$ cat src/rtl/mips_multicycle_control.sv
// ============================================================================
// Module   : mips_multicycle_control
// Function : Control FSM sequencing a multicycle MIPS datapath, with a
//            mem_ready handshake and a timeout that aborts stalled accesses.
// Revision : 1.0 - initial release
// ============================================================================
`default_nettype none

module mips_multicycle_control #(
  parameter int MEM_TIMEOUT = 16
) (
  input  logic       clk,
  input  logic       rst_n,
  input  logic [5:0] opcode,
  input  logic       mem_ready,
  output logic       pc_write,
  output logic       pc_write_cond,
  output logic       i_or_d,
  output logic       mem_read,
  output logic       mem_write,
  output logic       ir_write,
  output logic       mem_to_reg,
  output logic       reg_dst,
  output logic       reg_write,
  output logic       alu_src_a,
  output logic [1:0] alu_src_b,
  output logic [1:0] alu_op,
  output logic [1:0] pc_source,
  output logic       illegal_op,
  output logic       mem_err,
  output logic [3:0] state
);

  localparam int c_CNT_W = (MEM_TIMEOUT > 1) ? $clog2(MEM_TIMEOUT) : 1;
  localparam logic [c_CNT_W-1:0] c_CNT_LAST = c_CNT_W'(MEM_TIMEOUT - 1);

  localparam logic [5:0] c_OP_RTYPE = 6'b000000;
  localparam logic [5:0] c_OP_LW    = 6'b100011;
  localparam logic [5:0] c_OP_SW    = 6'b101011;
  localparam logic [5:0] c_OP_BEQ   = 6'b000100;
  localparam logic [5:0] c_OP_J     = 6'b000010;
  localparam logic [5:0] c_OP_ADDI  = 6'b001000;

  typedef enum logic [3:0] {
    IDLE    = 4'd0,
    FETCH   = 4'd1,
    DECODE  = 4'd2,
    MEM_ADR = 4'd3,
    MEM_RD  = 4'd4,
    MEM_WB  = 4'd5,
    MEM_WR  = 4'd6,
    EXEC    = 4'd7,
    ALU_WB  = 4'd8,
    BRANCH  = 4'd9,
    JUMP    = 4'd10,
    ADDI_EX = 4'd11,
    ADDI_WB = 4'd12
  } stateT;

  // State-only controls, registered from the next state so they are glitch-free.
  typedef struct packed {
    logic       pcWriteU;
    logic       pcWriteCond;
    logic       iOrD;
    logic       memRead;
    logic       memWrite;
    logic       memToReg;
    logic       regDst;
    logic       regWrite;
    logic       aluSrcA;
    logic [1:0] aluSrcB;
    logic [1:0] aluOp;
    logic [1:0] pcSource;
  } ctrlT;

  stateT              r_state;
  stateT              w_nextState;
  ctrlT               r_ctrl;
  logic [c_CNT_W-1:0] r_waitCnt;
  logic               r_isLoad;
  logic               w_waiting;
  logic               w_expired;
  logic               w_legal;

  function automatic ctrlT ctrlFor(input stateT s);
    ctrlT c;
    c = '0;
    case (s)
      FETCH:   begin c.memRead = 1'b1; c.aluSrcB = 2'b01; end
      DECODE:  c.aluSrcB = 2'b11;
      MEM_ADR: begin c.aluSrcA = 1'b1; c.aluSrcB = 2'b10; end
      MEM_RD:  begin c.memRead = 1'b1; c.iOrD = 1'b1; end
      MEM_WB:  begin c.regWrite = 1'b1; c.memToReg = 1'b1; end
      MEM_WR:  begin c.memWrite = 1'b1; c.iOrD = 1'b1; end
      EXEC:    begin c.aluSrcA = 1'b1; c.aluOp = 2'b10; end
      ALU_WB:  begin c.regWrite = 1'b1; c.regDst = 1'b1; end
      BRANCH:  begin
        c.aluSrcA     = 1'b1;
        c.aluOp       = 2'b01;
        c.pcWriteCond = 1'b1;
        c.pcSource    = 2'b01;
      end
      JUMP:    begin c.pcWriteU = 1'b1; c.pcSource = 2'b10; end
      ADDI_EX: begin c.aluSrcA = 1'b1; c.aluSrcB = 2'b10; end
      ADDI_WB: c.regWrite = 1'b1;
      default: c = '0;
    endcase
    return c;
  endfunction

  always_comb begin
    w_waiting = (r_state == FETCH) || (r_state == MEM_RD) || (r_state == MEM_WR);
    w_expired = w_waiting && !mem_ready && (r_waitCnt == c_CNT_LAST);
    w_legal   = (opcode == c_OP_RTYPE) || (opcode == c_OP_LW) || (opcode == c_OP_SW) ||
                (opcode == c_OP_BEQ) || (opcode == c_OP_J) || (opcode == c_OP_ADDI);

    w_nextState = IDLE;
    case (r_state)
      IDLE:    w_nextState = FETCH;
      FETCH:   w_nextState = mem_ready ? DECODE : FETCH;
      DECODE: begin
        case (opcode)
          c_OP_RTYPE:      w_nextState = EXEC;
          c_OP_LW, c_OP_SW: w_nextState = MEM_ADR;
          c_OP_BEQ:        w_nextState = BRANCH;
          c_OP_J:          w_nextState = JUMP;
          c_OP_ADDI:       w_nextState = ADDI_EX;
          default:         w_nextState = FETCH;
        endcase
      end
      MEM_ADR: w_nextState = r_isLoad ? MEM_RD : MEM_WR;
      MEM_RD:  w_nextState = mem_ready ? MEM_WB : (w_expired ? FETCH : MEM_RD);
      MEM_WR:  w_nextState = (mem_ready || w_expired) ? FETCH : MEM_WR;
      EXEC:    w_nextState = ALU_WB;
      ADDI_EX: w_nextState = ADDI_WB;
      MEM_WB, ALU_WB, ADDI_WB, BRANCH, JUMP: w_nextState = FETCH;
      default: w_nextState = IDLE;
    endcase
  end

  always_ff @(posedge clk or negedge rst_n) begin
    if (!rst_n) begin
      r_state   <= IDLE;
      r_ctrl    <= '0;
      r_waitCnt <= '0;
      r_isLoad  <= 1'b0;
    end else begin
      r_state <= w_nextState;
      r_ctrl  <= ctrlFor(w_nextState);
      if (r_state == DECODE)
        r_isLoad <= (opcode == c_OP_LW);
      // Any state change or a FETCH self-restart begins a fresh wait window.
      if (w_expired || (w_nextState != r_state))
        r_waitCnt <= '0;
      else if (w_waiting)
        r_waitCnt <= r_waitCnt + c_CNT_W'(1);
    end
  end

  assign ir_write      = (r_state == FETCH) && mem_ready;
  assign pc_write      = r_ctrl.pcWriteU || ir_write;
  assign pc_write_cond = r_ctrl.pcWriteCond;
  assign i_or_d        = r_ctrl.iOrD;
  assign mem_read      = r_ctrl.memRead;
  assign mem_write     = r_ctrl.memWrite;
  assign mem_to_reg    = r_ctrl.memToReg;
  assign reg_dst       = r_ctrl.regDst;
  assign reg_write     = r_ctrl.regWrite;
  assign alu_src_a     = r_ctrl.aluSrcA;
  assign alu_src_b     = r_ctrl.aluSrcB;
  assign alu_op        = r_ctrl.aluOp;
  assign pc_source     = r_ctrl.pcSource;
  assign illegal_op    = (r_state == DECODE) && !w_legal;
  assign mem_err       = w_expired;
  assign state         = r_state;

endmodule

`default_nettype wire

$ cat config.mk
export PLATFORM = sky130hd
export DESIGN_NAME = mips_multicycle_control
export DESIGN_NICKNAME = d
export VERILOG_FILES = /design/src/rtl/mips_multicycle_control.sv
export SDC_FILE = /design/constraint.sdc
export NUM_CORES = 1
export LEC_CHECK = 0
export ABC_AREA = 1
export CAP_MARGIN = 0
export CORE_ASPECT_RATIO = 1.25
export CORE_MARGIN = 2
export CORE_UTILIZATION = 47
export CTS_CLUSTER_SIZE = 20
export DETAILED_ROUTE_END_ITERATION = 10
export PLACE_DENSITY = 0.78
export SYNTH_ARGS = -nofsm -noshare
export SYNTH_HDL_FRONTEND = slang
export SYNTH_SLANG_ARGS = --single-unit
export TNS_END_PERCENT = 5
$ cat constraint.sdc
create_clock -name clk -period 1.75 [get_ports clk]
set_input_delay 0.35 -clock clk [delete_from_list [all_inputs] [get_ports clk]]
set_output_delay 0.35 -clock clk [all_outputs]
set_load 0.05 [all_outputs]
==> metrics.md <==
| Metric | Value |
|---|---|
| Outcome | `complete, but fails checks` |
| Failing checks | `negative setup slack` |
| Worst Hold Class | `in -> async` |
| CORE AREA | `2400 um^2` |
| Largest net degree at the start of global routing | `23` |
| Tmin final | `1.88 ns` |
| Place WS | `-0.269 ns` |
| TritonCTS Buffers | `3` |
| Final non-filler cell total | `235` |
| Final nets | `213` |
| Sw Ratio | `0.514` |
| CP Max Fanout | `4` |
| Die footprint | `2910 um^2` |
| Slew Limit Fails | `0` |
| Number of global-route vias before repair | `1223` |
| Clock transition at path regs | `0.12 ns` |
| Critical path capture point type | `output port` |
| Initial antenna violation count | `0` |
| Area leader, netlist | `dfrtp_1` |
| Sequential power share | `0.231` |
| Final Cell Area | `1830 um^2` |
| Clock Skew | `~0.0032 ns` |
| Critical path startpoint category | `input pin` |
| Rows | `20` |
| Worst path cell trace | `clkdlybuf4s50_1, inv_1, nand2_1, nor2_1, nand2_1, nand2_2, nor2_4, buf_12` |
| Most common cell after layout, fill and taps aside | `buf_4` |
| Critical Path RT | `roughly 1.4 ns` |
| Setup violators final | `6` |
| Warnings, synthesis | `0` |
| First-pass GRT wire length | `5.00 mm` |
| Die Height | `59.8 um` |
| Synth top area cells | `dfrtp_1 47%, nand2_1 9.6%, nor2_1 7.7%, nand3_1 6.8%, inv_1 5.8%` |
| Area of the multi-input gates | `approximately 630 um^2` |
| Arrival time worst endpoint | `1.53 ns` |
| Net Sw Power | `1.71 mW` |
| Fin. Hold Viols | `0` |
| Worst vdd ir | `~900 uV` |
| Max Cap Violations | `0` |
| Hold slack | `0.389 ns` |
| Via/cell ratio | `5.27` |
| Design Power | `3.32 mW` |
| Layout cell share with drive strength beyond 1 | `0.490` |
| Port Buffers | `30` |
| DRC | `0` |
| Logic pwr share | `0.684` |
| Die Span X | `48.7 um` |
| Post-layout worst setup margin | `-0.134 ns` |
| Number of synthesized register bits | `22` |
| Most repeated library cell on the critical path | `nand2_1` |
| Mapped Area | `1170 um^2` |
| Clk pwr share | `0.084` |
| Htree depth | `1` |
| Routability Congestion | `0.881` |
| Reg area | `556 um^2` |
| Worst setup path class | `in -> out` |
| Fmax | `0.531 GHz` |
| Clk_lat worst skew | `0.31 ns` |
| GR Util All Layers | `0.222` |
| CTS sink count | `22` |
| # diodes | `0` |
| DRT Wirelength | `between 3 and 4 mm` |
| DR pass1 iterations | `4` |
| Leak | `0.956 nW` |
| Sequential fraction of the synthesis area | `0.470` |
| Post-Route Setup TNS | `-0.342 ns` |
| Iter 0 DRT Violations | `46` |
| Area delta synth->final | `56.1%` |
| Final Util | `0.762` |
| Avg Cell Area, Syn | `roughly 7.9 um^2` |
| Via count | `between 1000 and 1500` |
| Clk buf depth | `2` |
| Fin crit share | `1.08` |
| Initial Util | `0.488` |
| Wire length per cell | `roughly 14 um` |
| IO Count | `31` |
| RSZ-0062 raised after global routing | `true` |
| Least-Margin Pin Slew | `0.274 ns` |
| Most frequent cells in the layout | `34 x buf_4, 25 x nand2_1, 18 x dfrtp_1, 15 x inv_1` |
| Pwr dens | `~1800 nW/um^2` |
| Slowest stage delay, CP | `0.56 ns` |
| Top-area cell type share of the netlist area | `0.470` |
| Slew margin rel. | `0.817` |
| Fill cell count | `179` |
| Antenna Nets Post-Route | `0` |
| Syn nets | `159` |
| Synthesized instance count | `approximately 150` |
| Gr ovfl total | `0` |
| Internal | `1.61 mW` |
| CTS tree | `built` |
| Placed cell count | `~230` |
| Crit-path slowest cell | `clkdlybuf4s50_1` |
| Cell Area, Placed | `between 1500 and 2000 um^2` |
| CTS root buf | `clkbuf_4` |
| Synth unique cells | `25` |
| Hpwl dp | `2.25 mm` |
-- worst max-delay path, delay by kind of cell --
kind                   cells  cell delay (ns)
and+or+nand+nor            5             0.41
buffers and inverters      3             0.76
-- layer usage --
metal,global-route usage,part of all wire,vias to the layer above
met5,0,0,-
met4,0.147,0.039,0
met3,0.0300,0.056,20
met2,0.431,0.55,68
met1,0.223,0.35,573
li1,-,-,577
-- repair_timing --
item / 4_1_cts / 5_1_grt
pin swaps: 3 / 6
gates resized for setup: 15 / 21
hold buffers: 0 / 0
endpoints found under the setup margin: 4 / 19
setup buffers: 4 / 1
-- power groups by stage --
stage	Sequential [mW]	Clock [mW]	Combinational, mW
finish	0.769	0.280	2.27
global route	0.788	0.314	2.41
CTS	0.761	0.281	2.16
detailed placement	0.770	0	2.00
global placement	0.762	0	1.95
floorplan	1.18	0	0.921
-- cells by family (layout without fill, tap and decap cells) --
logic type	Yosys count	count (layout)	share of synthesized area
XOR/XNOR	2	2	0.0149
buffers and inverters	26	79	0.0864
adder cells (fa/ha/maj)	1	1	0.0107
AND/OR/NAND/NOR	90	90	0.376
AO/OA/AOI/OAI	8	8	0.0427
flip-flops	22	22	0.470
-- final timing paths --
check	from	end	slack (ns)	depth (start not counted)
max in group asynchronous	rst_n	state[0]	1.13	2
setup reg to reg	state[1]	r_waitCnt[1]	-0.01	13
hold / removal	rst_n	i_or_d	0.39	2
min in group clk	opcode[2]	r_isLoad	0.46	4
setup / recovery	opcode[4]	illegal_op	-0.13	8
hold reg to reg	r_waitCnt[0]	r_waitCnt[0]	0.47	1
-- Yosys cell counts --
cell type	instances
inv_2	7
nand3b_1	1
o21ai_1	2
nand4_2	1
nand2_2	4
nand3_4	1
xnor2_1	1
o21bai_2	1
o211ai_1	1
inv_1	18
dfrtp_1	22
buf_4	1
or2_2	1
ha_1	1
nand2_4	2
nand3_1	16
nand2_1	30
nor2_2	7
xor2_1	1
a31oi_1	1
o21ai_0	2
a21oi_1	1
nor3_2	1
nor2_1	24
nand4_1	2
-- area by class of cell --
type                       instances  share of cell area
multi-input combinational        101               0.344
sequential                        22               0.303
timing repair buffer              50               0.252
inverter                          25              0.0574
tap                               33              0.0226
clock buffer                       4              0.0198
Note: power is estimated with default switching activity, not from simulation.
